`src/rtl/uart_pkg.sv`:
```
// Shared types and constants for the memory-mapped UART transmitter.
// UART_PARITY_EN selects whether the PARITY state is used by uart_tx_mmio.
package uart_pkg;

  typedef enum logic [2:0] {
    IDLE,
    START,
    DATA,
    STOP,
    PARITY
  } tx_state_e;

  localparam logic [1:0] OFF_DATA   = 2'd0;
  localparam logic [1:0] OFF_STATUS = 2'd1;

  localparam int ST_BUSY  = 0;
  localparam int ST_FULL  = 1;
  localparam int ST_EMPTY = 2;
  localparam int ST_OVF   = 3;

  function automatic logic even_parity(input logic [7:0] b);
    return ^b;
  endfunction

endpackage

```
`src/rtl/sync_fifo.sv`:
```
// Single-clock circular FIFO; dout shows the head entry combinationally.
// A push into a full FIFO is accepted only when a pop happens in the same cycle.
module sync_fifo #(
  parameter int WIDTH = 8,
  parameter int DEPTH = 4
) (
  input  logic             clk,
  input  logic             rst,
  input  logic             push,
  input  logic             pop,
  input  logic [WIDTH-1:0] din,
  output logic [WIDTH-1:0] dout,
  output logic             full,
  output logic             empty
);

  localparam int AW = $clog2(DEPTH);
  localparam logic [AW:0]   CNT_ONE = (AW+1)'(1);
  localparam logic [AW-1:0] PTR_ONE = AW'(1);

  logic [WIDTH-1:0] mem_q [DEPTH];
  logic [AW-1:0]    wr_ptr_q, rd_ptr_q;
  logic [AW:0]      count_q;
  logic             do_push, do_pop;

  assign full    = (count_q == (AW+1)'(DEPTH));
  assign empty   = (count_q == '0);
  assign do_pop  = pop && !empty;
  assign do_push = push && (!full || do_pop);
  assign dout    = mem_q[rd_ptr_q];

  always_ff @(posedge clk or posedge rst) begin
    if (rst) begin
      wr_ptr_q <= '0;
      rd_ptr_q <= '0;
      count_q  <= '0;
    end else begin
      if (do_push) wr_ptr_q <= wr_ptr_q + PTR_ONE;
      if (do_pop)  rd_ptr_q <= rd_ptr_q + PTR_ONE;
      case ({do_push, do_pop})
        2'b10:   count_q <= count_q + CNT_ONE;
        2'b01:   count_q <= count_q - CNT_ONE;
        default: count_q <= count_q;
      endcase
    end
  end

  always_ff @(posedge clk) begin
    if (do_push) mem_q[wr_ptr_q] <= din;
  end

endmodule

```
`src/rtl/uart_tx_mmio.sv`:
```
// Memory-mapped 8N1 UART transmitter with TX FIFO and polled STATUS word.
// Define UART_PARITY_EN to insert an even-parity bit between data and stop.
module uart_tx_mmio
  import uart_pkg::*;
#(
  parameter int CLKS_PER_BIT = 217,
  parameter int FIFO_DEPTH   = 4,
  parameter int IO_ADDR_BIT  = 22
) (
  input  logic        clk,
  input  logic        rst,
  input  logic [31:0] mem_addr,
  input  logic [31:0] mem_wdata,
  input  logic [3:0]  mem_wstrb,
  input  logic        mem_rstrb,
  output logic [31:0] mem_rdata,
  output logic        uart_txd
);

  localparam int BW = $clog2(CLKS_PER_BIT);
  localparam logic [BW-1:0] BAUD_LAST = BW'(CLKS_PER_BIT - 1);

  tx_state_e   state_q, state_d;
  logic [BW-1:0] baud_q, baud_d;
  logic [2:0]  bit_q, bit_d;
  logic [7:0]  shift_q, shift_d;
  logic        txd_q, txd_d;
  logic        ovf_q, ovf_d;
  logic [31:0] rdata_q, rdata_d;
`ifdef UART_PARITY_EN
  logic        par_q, par_d;
`endif

  logic        sel, wr_cyc, push, pop, busy, baud_last;
  logic        fifo_full, fifo_empty;
  logic [7:0]  fifo_dout;
  logic [1:0]  off;
  logic [31:0] status;
  logic        unused_bits;

  assign sel         = mem_addr[IO_ADDR_BIT];
  assign off         = mem_addr[3:2];
  assign wr_cyc      = sel && (mem_wstrb != '0);
  assign push        = wr_cyc && (off == OFF_DATA) && mem_wstrb[0];
  assign busy        = (state_q != IDLE);
  assign baud_last   = (baud_q == BAUD_LAST);
  assign unused_bits = ^{mem_addr, mem_wdata};

  sync_fifo #(
    .WIDTH (8),
    .DEPTH (FIFO_DEPTH)
  ) u_fifo (
    .clk   (clk),
    .rst   (rst),
    .push  (push),
    .pop   (pop),
    .din   (mem_wdata[7:0]),
    .dout  (fifo_dout),
    .full  (fifo_full),
    .empty (fifo_empty)
  );

  always_comb begin
    status           = '0;
    status[ST_BUSY]  = busy;
    status[ST_FULL]  = fifo_full;
    status[ST_EMPTY] = fifo_empty;
    status[ST_OVF]   = ovf_q;

    rdata_d = rdata_q;
    if (mem_rstrb) rdata_d = (sel && off == OFF_STATUS) ? status : '0;

    // Drop-and-flag beats the software clear when both land together.
    ovf_d = ovf_q;
    if (wr_cyc && off == OFF_STATUS && mem_wdata[ST_OVF]) ovf_d = 1'b0;
    if (push && fifo_full && !pop) ovf_d = 1'b1;
  end

  always_comb begin
    state_d = state_q;
    baud_d  = baud_q;
    bit_d   = bit_q;
    shift_d = shift_q;
    pop     = 1'b0;
`ifdef UART_PARITY_EN
    par_d   = par_q;
`endif
    case (state_q)
      IDLE: begin
        if (!fifo_empty) begin
          pop     = 1'b1;
          shift_d = fifo_dout;
          baud_d  = '0;
          bit_d   = '0;
          state_d = START;
`ifdef UART_PARITY_EN
          par_d   = even_parity(fifo_dout);
`endif
        end
      end
      START: begin
        if (baud_last) begin
          baud_d  = '0;
          bit_d   = '0;
          state_d = DATA;
        end else baud_d = baud_q + BW'(1);
      end
      DATA: begin
        if (baud_last) begin
          baud_d  = '0;
          shift_d = shift_q >> 1;
          if (bit_q == 3'd7) begin
`ifdef UART_PARITY_EN
            state_d = PARITY;
`else
            state_d = STOP;
`endif
          end else bit_d = bit_q + 3'd1;
        end else baud_d = baud_q + BW'(1);
      end
`ifdef UART_PARITY_EN
      PARITY: begin
        if (baud_last) begin
          baud_d  = '0;
          state_d = STOP;
        end else baud_d = baud_q + BW'(1);
      end
`endif
      STOP: begin
        if (baud_last) begin
          baud_d  = '0;
          state_d = IDLE;
        end else baud_d = baud_q + BW'(1);
      end
      default: state_d = IDLE;
    endcase

    // txd is registered from the next state so the line changes with the state flop.
    case (state_d)
      START:   txd_d = 1'b0;
      DATA:    txd_d = shift_d[0];
`ifdef UART_PARITY_EN
      PARITY:  txd_d = par_d;
`endif
      default: txd_d = 1'b1;
    endcase
  end

  always_ff @(posedge clk or posedge rst) begin
    if (rst) begin
      state_q <= IDLE;
      baud_q  <= '0;
      bit_q   <= '0;
      shift_q <= '0;
      txd_q   <= 1'b1;
      ovf_q   <= 1'b0;
      rdata_q <= '0;
`ifdef UART_PARITY_EN
      par_q   <= 1'b0;
`endif
    end else begin
      state_q <= state_d;
      baud_q  <= baud_d;
      bit_q   <= bit_d;
      shift_q <= shift_d;
      txd_q   <= txd_d;
      ovf_q   <= ovf_d;
      rdata_q <= rdata_d;
`ifdef UART_PARITY_EN
      par_q   <= par_d;
`endif
    end
  end

  assign mem_rdata = rdata_q;
  assign uart_txd  = txd_q;

endmodule

```
`config.mk`:
```
export PLATFORM = sky130hd
export DESIGN_NAME = uart_tx_mmio
export DESIGN_NICKNAME = d
export VERILOG_FILES = /design/src/rtl/uart_pkg.sv /design/src/rtl/sync_fifo.sv /design/src/rtl/uart_tx_mmio.sv
export SDC_FILE = /design/constraint.sdc
export NUM_CORES = 1
export LEC_CHECK = 0
export ABC_AREA = 1
export CORE_AREA = 3 3 93 95
export DETAILED_ROUTE_END_ITERATION = 12
export DIE_AREA = 0 0 96 98
export MAX_ROUTING_LAYER = met4
export PLACE_DENSITY_LB_ADDON = 0.12
export SLEW_MARGIN = 20
export SYNTH_ARGS = -nofsm -noshare
export SYNTH_HDL_FRONTEND = slang
export SYNTH_SLANG_ARGS = --single-unit
```
`constraint.sdc`:
```
create_clock -name clk -period 2.1 [get_ports clk]
set_input_delay 0.315 -clock clk [delete_from_list [all_inputs] [get_ports clk]]
set_output_delay 0.315 -clock clk [all_outputs]
set_load 0.01 [all_outputs]
```
==> Word level (Yosys, flattened, before mapping) <==
Memory sizes are Yosys's and may differ from the RTL's.
Index checks and enable logic that the tools add are counted.
{ "totals": {"out_inout_bits": 33, "ramBits": 32, "reg_bits": 63, "in_bits": 71, "mem_count": 1, "elab_cells": 87} }
{ "op_classes": {"n_addsub": 6, "mux": 26, "eq_ne": 15, "reduce_logical": 28} }
{ "memory_table": {"columns": ["memory", "depth", "width", "read_ports", "rd_clocked_by_memory_dff", "write_ports", "line", "text"], "rows": [
  ["u_fifo.mem_q", 4, 8, 1, 0, 1, "sync_fifo.sv:21", "logic [WIDTH-1:0] mem_q [DEPTH];"]
]} }
{ "ops": {"columns": ["operator", "count"], "rows": [
  ["8-bit 2-to-1 mux", 4],
  ["8-bit one-hot mux with 2 select lines", 2],
  ["3-bit 2-to-1 mux", 9],
  ["3-bit one-hot mux with 4 select lines", 1],
  ["1-bit logical AND", 10],
  ["3-bit by 2-bit equality test with 1-bit output (second input constant)", 3],
  ["3-bit one-hot mux with 3 select lines", 1],
  ["8-bit by 1-bit adder with 8-bit output (second input constant)", 1],
  ["8-bit equality test (second input constant)", 1],
  ["2-bit != test (second input constant)", 4],
  ["2-bit nonzero test", 4],
  ["3-bit by 1-bit adder with 3-bit output (second input constant)", 2],
  ["3-bit by 1-bit equality test with 1-bit output (second input constant)", 2],
  ["3-bit equality test (second input constant)", 2],
  ["3-bit logical NOT", 2],
  ["1-bit 2-to-1 mux", 6],
  ["3-bit one-hot mux with 2 select lines", 1],
  ["3-bit nonzero test", 2],
  ["5-bit AND reduction", 1],
  ["2-bit by 1-bit adder with 2-bit output (second input constant)", 2],
  ["2-bit by 1-bit equality test with 1-bit output (second input constant)", 2],
  ["4-bit 2-to-1 mux", 1],
  ["4-bit nonzero test", 1],
  ["1-bit logical NOT", 3],
  ["other kinds (8)", 8]
]} }

==> Depth between registers and ports, before layout <==
Gate-level depths: netlist of the first run.
{ "depth": {"word_depth": 8, "mapped_depth": 11, "ltp_nobuf": 11} }

==> Hierarchy <==
A second synthesis of the first run with hierarchy kept.
{ "hier_totals": {"hier_cells": 358, "area_unflattened_um2": 3410.8} }
{ "by_module_without_submodules": {"columns": ["mod", "seq_area_each_um2", "area_per_inst_um2", "n_inst", "cells_each"], "rows": [
  ["sync_fifo", 1136.1, 1719.1, 1, 149],
  ["uart_tx_mmio", 701.9, 1691.6, 1, 209]
]} }

==> Worst setup path after synthesis of the first run <==
OpenSTA, ideal clock, no wires.
{ "synth_timing": {"path_kind": "register -> register", "startpoint": "register u_fifo.count_q[0]", "endpoint": "register u_fifo.count_q[2]", "synth_period_minus_slack_ns": 2.068, "t_arrival_ns": 1.937, "required_ns": 1.969, "setup_slack_ns": 0.032, "stages_incl_launch_ff": 12, "n_path_buf": 0, "setup_ns": 0.131, "cell_sequence": "dfrtp_1 -> inv_1 -> nand2_1 -> nor2_1 -> nor2_4 -> o21ai_4 -> ha_1 -> inv_1 -> fa_1 -> a21oi_1 -> o21ai_0 -> xor2_1"} }
{ "synth_between": {"elab_chain_cells": 8, "elab_cells_between_ends": 15, "classes_between": "2 x add/sub; 3 x eq/ne; 3 x mux; 7 x reduce/logical"} }
{ "synth_rtl": {"columns": ["element", "line", "text"], "rows": [
  ["start, declared", "sync_fifo.sv:23", "logic [AW:0] count_q;"],
  ["start signal, assigned", "sync_fifo.sv:41", "2'b10: count_q <= count_q + CNT_ONE;"],
  ["start signal, assigned", "sync_fifo.sv:42", "2'b01: count_q <= count_q - CNT_ONE;"],
  ["start signal, assigned", "sync_fifo.sv:43", "default: count_q <= count_q;"],
  ["3-bit logical NOT", "sync_fifo.sv:27", "assign empty = (count_q == '0);"],
  ["1-bit 2-to-1 mux", "uart_tx_mmio.sv:90", "if (!fifo_empty) begin"],
  ["1-bit 2-to-1 mux", "uart_tx_mmio.sv:88", "case (state_q)"],
  ["1-bit logical AND", "sync_fifo.sv:28", "assign do_pop = pop && !empty;"],
  ["1-bit logical OR", "sync_fifo.sv:29", "assign do_push = push && (!full || do_pop);"],
  ["1-bit logical AND", "sync_fifo.sv:29", null],
  ["2-bit by 1-bit equality test with 1-bit output or 2-bit equality test (tied branches)", "sync_fifo.sv:40", "case ({do_push, do_pop})"],
  ["3-bit one-hot mux with 2 select lines or 2-bit nonzero test (tied branches)", null, null]
]} }
Several ways; a longest one is shown, not always the timed one.
A chain may end at the register's enable or synchronous reset.

==> Worst setup path after layout of the first run <==
Ends and elaborated chain as after synthesis.

==> results.cfg, run 1 <==
[critical_path]
reg2reg_to = u_fifo.count_q[2]
cp-startpoint = u_fifo.count_q[0]
critPathMaxFanout = 2
rr_worst_depth = 11
reg2reg_from = u_fifo.count_q[0]
rrSetupSlack_ns = 0.12
start_kind = flip-flop
critical_path_class = flip-flop to flip-flop
cp-end-kind = flip-flop
endpoint = u_fifo.count_q[2]
crit_arrival_ns = 2.21
crit_required_ns = 2.33

[floorplan]
rows = 32
die_w_um = 96
io_pins = 104
initial_core_util_pct = 42.0
die_y_um = 98
die_area_um2 = 9410
core_um2 = 7810

[clocking]
cts_tree = built
cts_root_buffer = clkbuf_8
cts.sink_count = 67
cts_made_buffers = 9
h-tree-depth = 3
cts_buffer_depth = 2
clk_pin_slew_ns = 0.09
clkLatencyLatePin_ns = 0.35

[detailed_routing]
drc = 0
dr.pass1.iters = 4
dr.first_iter.drc_count = 57
ant_nets = 0
avgRoutedWirePerCell_um = 12.6
finalWirelength_mm = 6.12
vias = 2210
vias_per_cell = 4.56

[global_routing]
grt_max_degree = 36
grt_usage_pct = 14.5
overflow = 0
grt_pass1_vias = 2185
grt_pass1_wl_mm = 10.3
antenna_found_initial = 0

[timing]
finalMaxSlewViolations = 0
hold_viol = 0
clock_skew_ns = 0.0117
setup_slack_ns = 0.119
period_needed_ns = 1.98
fin_crit_sh_pct = 94.3
setup-violations-final = 0
fmax_mhz = 505

[place]
gp_congestion = 0.761
dpl_worst_slack_ns = -0.122
numPortBuffers = 22
dp.final_hpwl_mm = 4.36

[layout]
most-common-layout-cells = nand2_1, inv_1, dfrtp_1
final_common_cell = nand2_1
syn_to_final_growth_pct = 17.8
fin_util_pct = 49.5
drive_above_1_share_pct = 14.9
nets = 459
diodes = 0

[logic_synthesis]
synth.cell_area_um2 = 3280
synth.distinct_cells = 34
syn_area_per_cell_um2 = 9.93
ys_warn_count = 0
yosysSeqAreaShare_pct = 56.1
syn_inst = 330
ys_seq_elements = 67

[pwr]
irDropWorstVdd_v = 0.000450
power_density_nw_per_um2 = 1030
p_leak_nw = 1.66

[status]
status = complete, no violations

[min_path]
hold_path.class = primary input to async pin

[flow_run]
maxCapViolCount = 0
==> state kept, by name, indices dropped and copies added, names as in the netlist <==
name	cells
baud_q	8
bit_q	3
mem_rdata	4
ovf_q	1
shift_q	8
state_q	3
u_fifo.count_q	3
u_fifo.mem_q	32
u_fifo.rd_ptr_q	2
u_fifo.wr_ptr_q	2
uart_txd	1
==> worst min path at each step <==
stage,startpoint,end,slack (ns)
floorplan,mem_wdata[0],u_fifo.mem_q[0][0],0.41
global placement,shift_q[7],shift_q[7],0.46
detailed placement,u_fifo.count_q[0],u_fifo.count_q[0],0.46
CTS,rst,mem_rdata[0],0.38
global route,rst,bit_q[0],0.43
finish,rst,bit_q[0],0.36
==> per-stage QoR <==
stage          hold WS, ns  power [mW]  setup TNS (ns)  area, µm²  std cells
2_1_floorplan        0.414        2.51               0       3380        358
3_5_place_dp         0.457        2.84          -0.205       3640        468
5_1_grt              0.428        4.25        -0.00974       3860        485
6_report             0.363        3.97               0       3860        485
3_3_place_gp         0.456        2.81          -0.140       3640        468
4_1_cts              0.376        3.98               0       3840        484
==> area by class of cell <==
class / count / area, µm²
Clock inverter: 7 / 81.3
Multi-Input combinational cell: 220 / 1180
Sequential cell: 67 / 1840
Timing Repair Buffer: 41 / 363
Inverter: 39 / 146
Fill cell: 748 / 3950
Tap cell: 102 / 128
Clock buffer: 9 / 124
==> worst max-delay path: stages (launching register included) <==
cell and delay [ns]:
dfrtp_1 0.39, inv_1 0.08, nand2_2 0.08, nor2_4 0.12, inv_2 0.06, o21ai_4 0.15, ha_1 0.15, inv_1 0.06
fa_1 0.38, a21oi_1 0.14, o21ai_0 0.10, xor2_1 0.15
==> power breakdown <==
group	internal [mW]	switching [mW]
registers	1.58	0.131
logic	0.445	0.687
clock network	0.567	0.561
total	2.59	1.38
==> metal layers <==
| metal | track usage [%] | up-vias | routed length, µm |
|---|---|---|---|
| li1 | - | 1134 | - |
| met1 | 17.8 | 1024 | 2810 |
| met2 | 23.0 | 41 | 3010 |
| met3 | 3.00 | 11 | 194 |
| met4 | 5.58 | 0 | 111 |
| met5 | - | - | 0 |
==> logic make-up (layout without fill, tap and decap cells) <==
group | Yosys count | in the layout | share of synthesized area (%)
flops | 67 | 67 | 56.1
xor+xnor | 8 | 8 | 2.14
fa+ha+maj | 10 | 10 | 4.05
compound gates | 52 | 52 | 9.35
simple gates | 121 | 121 | 16.8
buf+inv | 71 | 96 | 11.5
other cells | 1 | 29 | 0.114
==> cells in the mapped netlist, drive strengths merged <==
cell    count  area share, %
nand2      53            6.5
nor2       41            5.8
inv        39            4.5
dfrtp      34             26
edfxtp     32             29
buf        31            6.9
o21ai      26            4.4
nand3      22            3.5
o22ai      16            3.1
ha          9            3.4
a21oi       6           0.92
xor2        6            1.6
nor3        2           0.31
o211ai      2           0.46
xnor2       2           0.53
and3b       1           0.27
clkbuf      1           0.11
conb        1           0.11
dfstp       1           0.80
fa          1           0.61
nor4        1           0.19
o21a        1           0.23
o221ai      1           0.27
or2         1           0.19
==> repair_timing <==
action / 4_1_cts / 5_1_grt
hold buffers: 0 / 0
endpoints found under the setup margin: 0 / 1
gates resized for setup: 0 / 5
setup buffers: 0 / 1
Note: power is estimated with default switching activity, not from simulation.
==> inputs of run 2 (changes only) <==
--- a/config.mk
+++ b/config.mk
@@ -7,7 +7,8 @@
 export LEC_CHECK = 0
 export ABC_AREA = 1
-export CORE_AREA = 3 3 93 95
+export CORE_AREA = 3 3 90 92
+export CTS_CLUSTER_DIAMETER = 80
 export DETAILED_ROUTE_END_ITERATION = 12
-export DIE_AREA = 0 0 96 98
+export DIE_AREA = 0 0 93 95
 export MAX_ROUTING_LAYER = met4
 export PLACE_DENSITY_LB_ADDON = 0.12
==> constraint.sdc (replaced) <==
create_clock -name clk -period 2.5 [get_ports clk]
set_input_delay 0.375 -clock clk [delete_from_list [all_inputs] [get_ports clk]]
set_output_delay 0.375 -clock clk [all_outputs]
set_load 0.02 [all_outputs]
==> results.cfg, run 2 (synthesis results as in run 1) <==
[status]
status = complete, no violations

[clocking]
clkLatencyLatePin_ns = 0.35
post_cts_buffers = 0
cts_resized = 0
cts.sink_count = 67
clk_pin_slew_ns = 0.09
postCtsHoldBufs = 0
h-tree-depth = 3
cts_buffer_depth = 2
cts_root_buffer = clkbuf_8
cts_made_buffers = 9
cts_tree = built

[pwr]
power.share.switching_pct = 36.6
power_density_nw_per_um2 = 858
power_mw = 3.22
switching_power_mw = 1.18
irDropWorstVdd_v = 0.000543
seq_power_share_pct = 44.6
clkPwrFrac_pct = 27.9
internal_power_mw = 2.04
p_leak_nw = 1.60
combPwrFrac_pct = 27.5

[layout]
nets = 447
largest_reg_flops = 32
drive_above_1_share_pct = 11.1
diodes = 0
syn_to_final_growth_pct = 14.4
reg_top3 = u_fifo.mem_q: 32 flops, baud_q: 8 flops, shift_q: 8 flops
final_cells = 470
top_register = u_fifo.mem_q
most-common-layout-cells = nand2_1, inv_1, nor2_1, dfrtp_1, edfxtp_1
final_common_cell = nand2_1

[timing]
setup-violations-final = 0
period_needed_ns = 2.29
hold_viol = 0
fin_setup_tns_ns = 0
grt_setup_unrepaired = no
clock_skew_ns = 0.0113
fmax_mhz = 436
finalMaxSlewViolations = 0
fin_crit_sh_pct = 91.7

[floorplan]
rows = 31
die_w_um = 93
die_y_um = 95
initial_core_util_pct = 45.0
core_um2 = 7290
io_pins = 104
die_area_um2 = 8840

[global_routing]
grt_pass1_wl_mm = 9.92
grt_max_degree = 36
grt_use_met2_pct = 23.6
grt_pass1_vias = 2125
use_met1_pct = 18.5
grt_busiest_layer = met2
grtUsageMet3_pct = 2.87
antenna_found_initial = 0
overflow = 0
grt_usage_pct = 14.9

[critical_path]
worstPathCellList = nor2_1 -> nand2_2 -> nor2_4 -> ha_1 -> inv_1 -> fa_1 -> a21oi_1 -> o21ai_0 -> xor2_1
start_kind = flip-flop
crit_path_top_delay_cell = dfrtp_1
critical_path_class = flip-flop to flip-flop
critPathMaxFanout = 14
rr_worst_depth = 9
crit_arrival_ns = 2.52
slowest_delay_ns = 0.42
crit_required_ns = 2.73
cp-end-kind = flip-flop

[detailed_routing]
vias_per_cell = 4.70
ant_nets = 0
vias = 2210
avgRoutedWirePerCell_um = 12.3
drc = 0
dr.first_iter.drc_count = 73
dr.pass1.iters = 4
finalWirelength_mm = 5.80

[place]
dp.cells = 454
dp.final_hpwl_mm = 4.12
gp_congestion = 0.781
numPortBuffers = 22

[flow_run]
maxCapViolCount = 0

[min_path]
hold_path.class = primary input to async pin
[run 2: area by class of cell]
| class | count | area, µm² |
|---|---|---|
| Fill cell | 698 | 3540 |
| Sequential cell | 67 | 1840 |
| Multi-Input combinational cell | 220 | 1170 |
| Timing Repair Buffer | 29 | 273 |
| Inverter | 39 | 146 |
| Clock buffer | 9 | 124 |
| Tap cell | 99 | 124 |
| Clock inverter | 7 | 73.8 |
[run 2: worst max-delay path, delay by kind of cell (launching register included)]
family                     cells  cell delay, ns
AOI/OAI and AO/OA              2            0.27
adders and majority gates      2            0.59
xor gates and xnor gates       1            0.15
DFF                            1            0.42
buffers and inverters          1            0.07
and+or+nand+nor                3            0.65
[run 2: path summary, 6_finish.rpt]
check / slack [ns] / startpoint / end
max reg2reg: 0.21 / state_q[2] / u_fifo.count_q[2]
max: 0.21 / state_q[2] / u_fifo.count_q[2]
min in group clk: 0.47 / u_fifo.count_q[0] / u_fifo.count_q[0]
min reg2reg: 0.47 / u_fifo.count_q[0] / u_fifo.count_q[0]
max in group asynchronous: 1.74 / rst / uart_txd
min: 0.42 / rst / baud_q[4]
[run 2: through the flow]
stage               hold slack [ns]  area (µm²)  setup WS [ns]  utilization (%)
floorplan                     0.437        3380          0.432                -
global placement              0.454        3550          0.214             48.7
detailed placement            0.458        3550          0.158             48.7
CTS                           0.434        3750          0.171             51.4
global route                  0.481        3750         0.0251             51.4
finish                        0.423        3750          0.209             51.4
[run 2: power by group through the flow]
stage               combinational (mW)  sequential (mW)  clock, mW
floorplan                        0.699             1.44          0
finish                           0.883             1.44      0.898
CTS                              0.900             1.44      0.928
global route                      1.03             1.46      0.973
global placement                 0.872             1.46          0
detailed placement               0.895             1.46          0
[run 2: routing by layer]
layer  wire (µm)  vias to the layer above
met4         110                        0
met1        2700                     1048
li1            -                     1112
met5           0                        -
met3         191                       15
met2        2800                       35
==> inputs of run 3 (changes only) <==
PLACE_DENSITY = 0.76   (was not set)
PLACE_DENSITY_LB_ADDON = not set   (was 0.12)
==> results.cfg, run 3 (synthesis results as in run 1) <==
[global_routing]
overflow = 0
grt_usage_pct = 14.0
antenna_found_initial = 0
grt_pass1_wl_mm = 9.46
grt_pass1_vias = 2094
grt_max_degree = 36

[clocking]
h-tree-depth = 3
clkLatencyLatePin_ns = 0.34
cts_buffer_depth = 2
cts_tree = built
cts_made_buffers = 9
clk_pin_slew_ns = 0.07
cts.sink_count = 67
cts_root_buffer = clkbuf_8

[status]
status = complete, no violations

[critical_path]
cp-end-kind = flip-flop
start_kind = flip-flop
critical_path_class = flip-flop to flip-flop
crit_required_ns = 2.72
rrSetupSlack_ns = 0.28
critPathMaxFanout = 14
crit_arrival_ns = 2.44

[timing]
hold_viol = 0
clock_skew_ns = 0.0140
finalMaxSlewViolations = 0
grt_setup_unrepaired = no
fin_setup_tns_ns = 0
setup-violations-final = 0
fin_crit_sh_pct = 88.9
period_needed_ns = 2.22
fmax_mhz = 450

[layout]
drive_above_1_share_pct = 10.8
nets = 447
final_cells = 470
top_register = u_fifo.mem_q
reg_top3 = u_fifo.mem_q: 32 flops, baud_q: 8 flops, shift_q: 8 flops
fin_util_pct = 51.4
diodes = 0
fin_area_um2 = 3750
final_common_cell = nand2_1
most-common-layout-cells = nand2_1, inv_1, nor2_1, dfrtp_1, edfxtp_1
syn_to_final_growth_pct = 14.3
largest_reg_flops = 32

[floorplan]
die_w_um = 93
core_um2 = 7290
initial_core_util_pct = 45.0
die_area_um2 = 8840
io_pins = 104
die_y_um = 95
rows = 31

[detailed_routing]
avgRoutedWirePerCell_um = 12.0
ant_nets = 0
drc = 0
dr.pass1.iters = 4
finalWirelength_mm = 5.65
vias_per_cell = 4.71
dr.first_iter.drc_count = 63
vias = 2213

[place]
dp.final_hpwl_mm = 4.07
dp.cells = 453
numPortBuffers = 22
dpl_cell_area_um2 = 3540
gp_congestion = 0.751

[pwr]
power_mw = 3.19
irDropWorstVdd_v = 0.000547
p_leak_nw = 1.59
power_density_nw_per_um2 = 850

[flow_run]
maxCapViolCount = 0

[min_path]
hold_path.class = primary input to async pin
==> run 3: cell count changes in the layout (fill, tap and decap cells not counted) <==
cell and change:
inv_8 -5, clkinv_4 +2, clkinvlp_4 +2, inv_6 -2
bufinv_16 +1, clkbuf_1 +1, clkinv_2 +1
==> run 3: per-stage QoR <==
| step | setup WS, ns | hold WS [ns] |
|---|---|---|
| detailed placement | 0.102 | 0.456 |
| CTS | 0.156 | 0.447 |
| global route | 0.0220 | 0.471 |
| floorplan | 0.432 | 0.437 |
| global placement | 0.141 | 0.455 |
| finish | 0.277 | 0.437 |
==> run 3: power breakdown <==
part,internal (mW),switching [mW]
sequential,1.33,0.112
clock,0.462,0.404
combinational,0.312,0.570
==> run 3: path summary, 6_finish.rpt <==
check / cells past startpoint / endpoint / from
max in group asynchronous: 3 / uart_txd / rst
min in group clk: 1 / u_fifo.count_q[0] / u_fifo.count_q[0]
worst min register to register: 1 / u_fifo.count_q[0] / u_fifo.count_q[0]
worst max-delay path: 9 / u_fifo.count_q[2] / state_q[2]
worst max register to register: 9 / u_fifo.count_q[2] / state_q[2]
worst min-delay path: 3 / baud_q[1] / rst
==> run 3: what timing repair did <==
action	in CTS	in global routing
hold buffers	0	0
endpoints found under the setup margin	0	1
gates resized for setup	0	0
setup buffers	0	1
==> run 3: worst max-delay path, cell delays in order (launching register included) <==
cell	delay, ns
dfrtp_1	0.41
nor2_1	0.16
nand2_2	0.11
nor2_4	0.38
ha_1	0.22
inv_1	0.07
fa_1	0.38
a21oi_1	0.14
o21ai_0	0.11
xor2_1	0.15
==> run 3: area by class of cell <==
cell class | instances | area [µm²]
Fill cell | 663 | 3550
Clock inverter | 6 | 67.6
Inverter | 39 | 146
Clock buffer | 10 | 128
Multi-Input combinational cell | 220 | 1170
Tap cell | 99 | 124
Timing Repair Buffer | 29 | 273
Sequential cell | 67 | 1840
==> run 3: per-layer routing <==
layer,up-vias,share of wire (%),global-route usage (%)
li1,1113,-,-
met1,1042,45,16.4
met2,51,50,24.0
met3,7,4.1,3.11
met4,0,1.1,4.76
met5,-,0,-
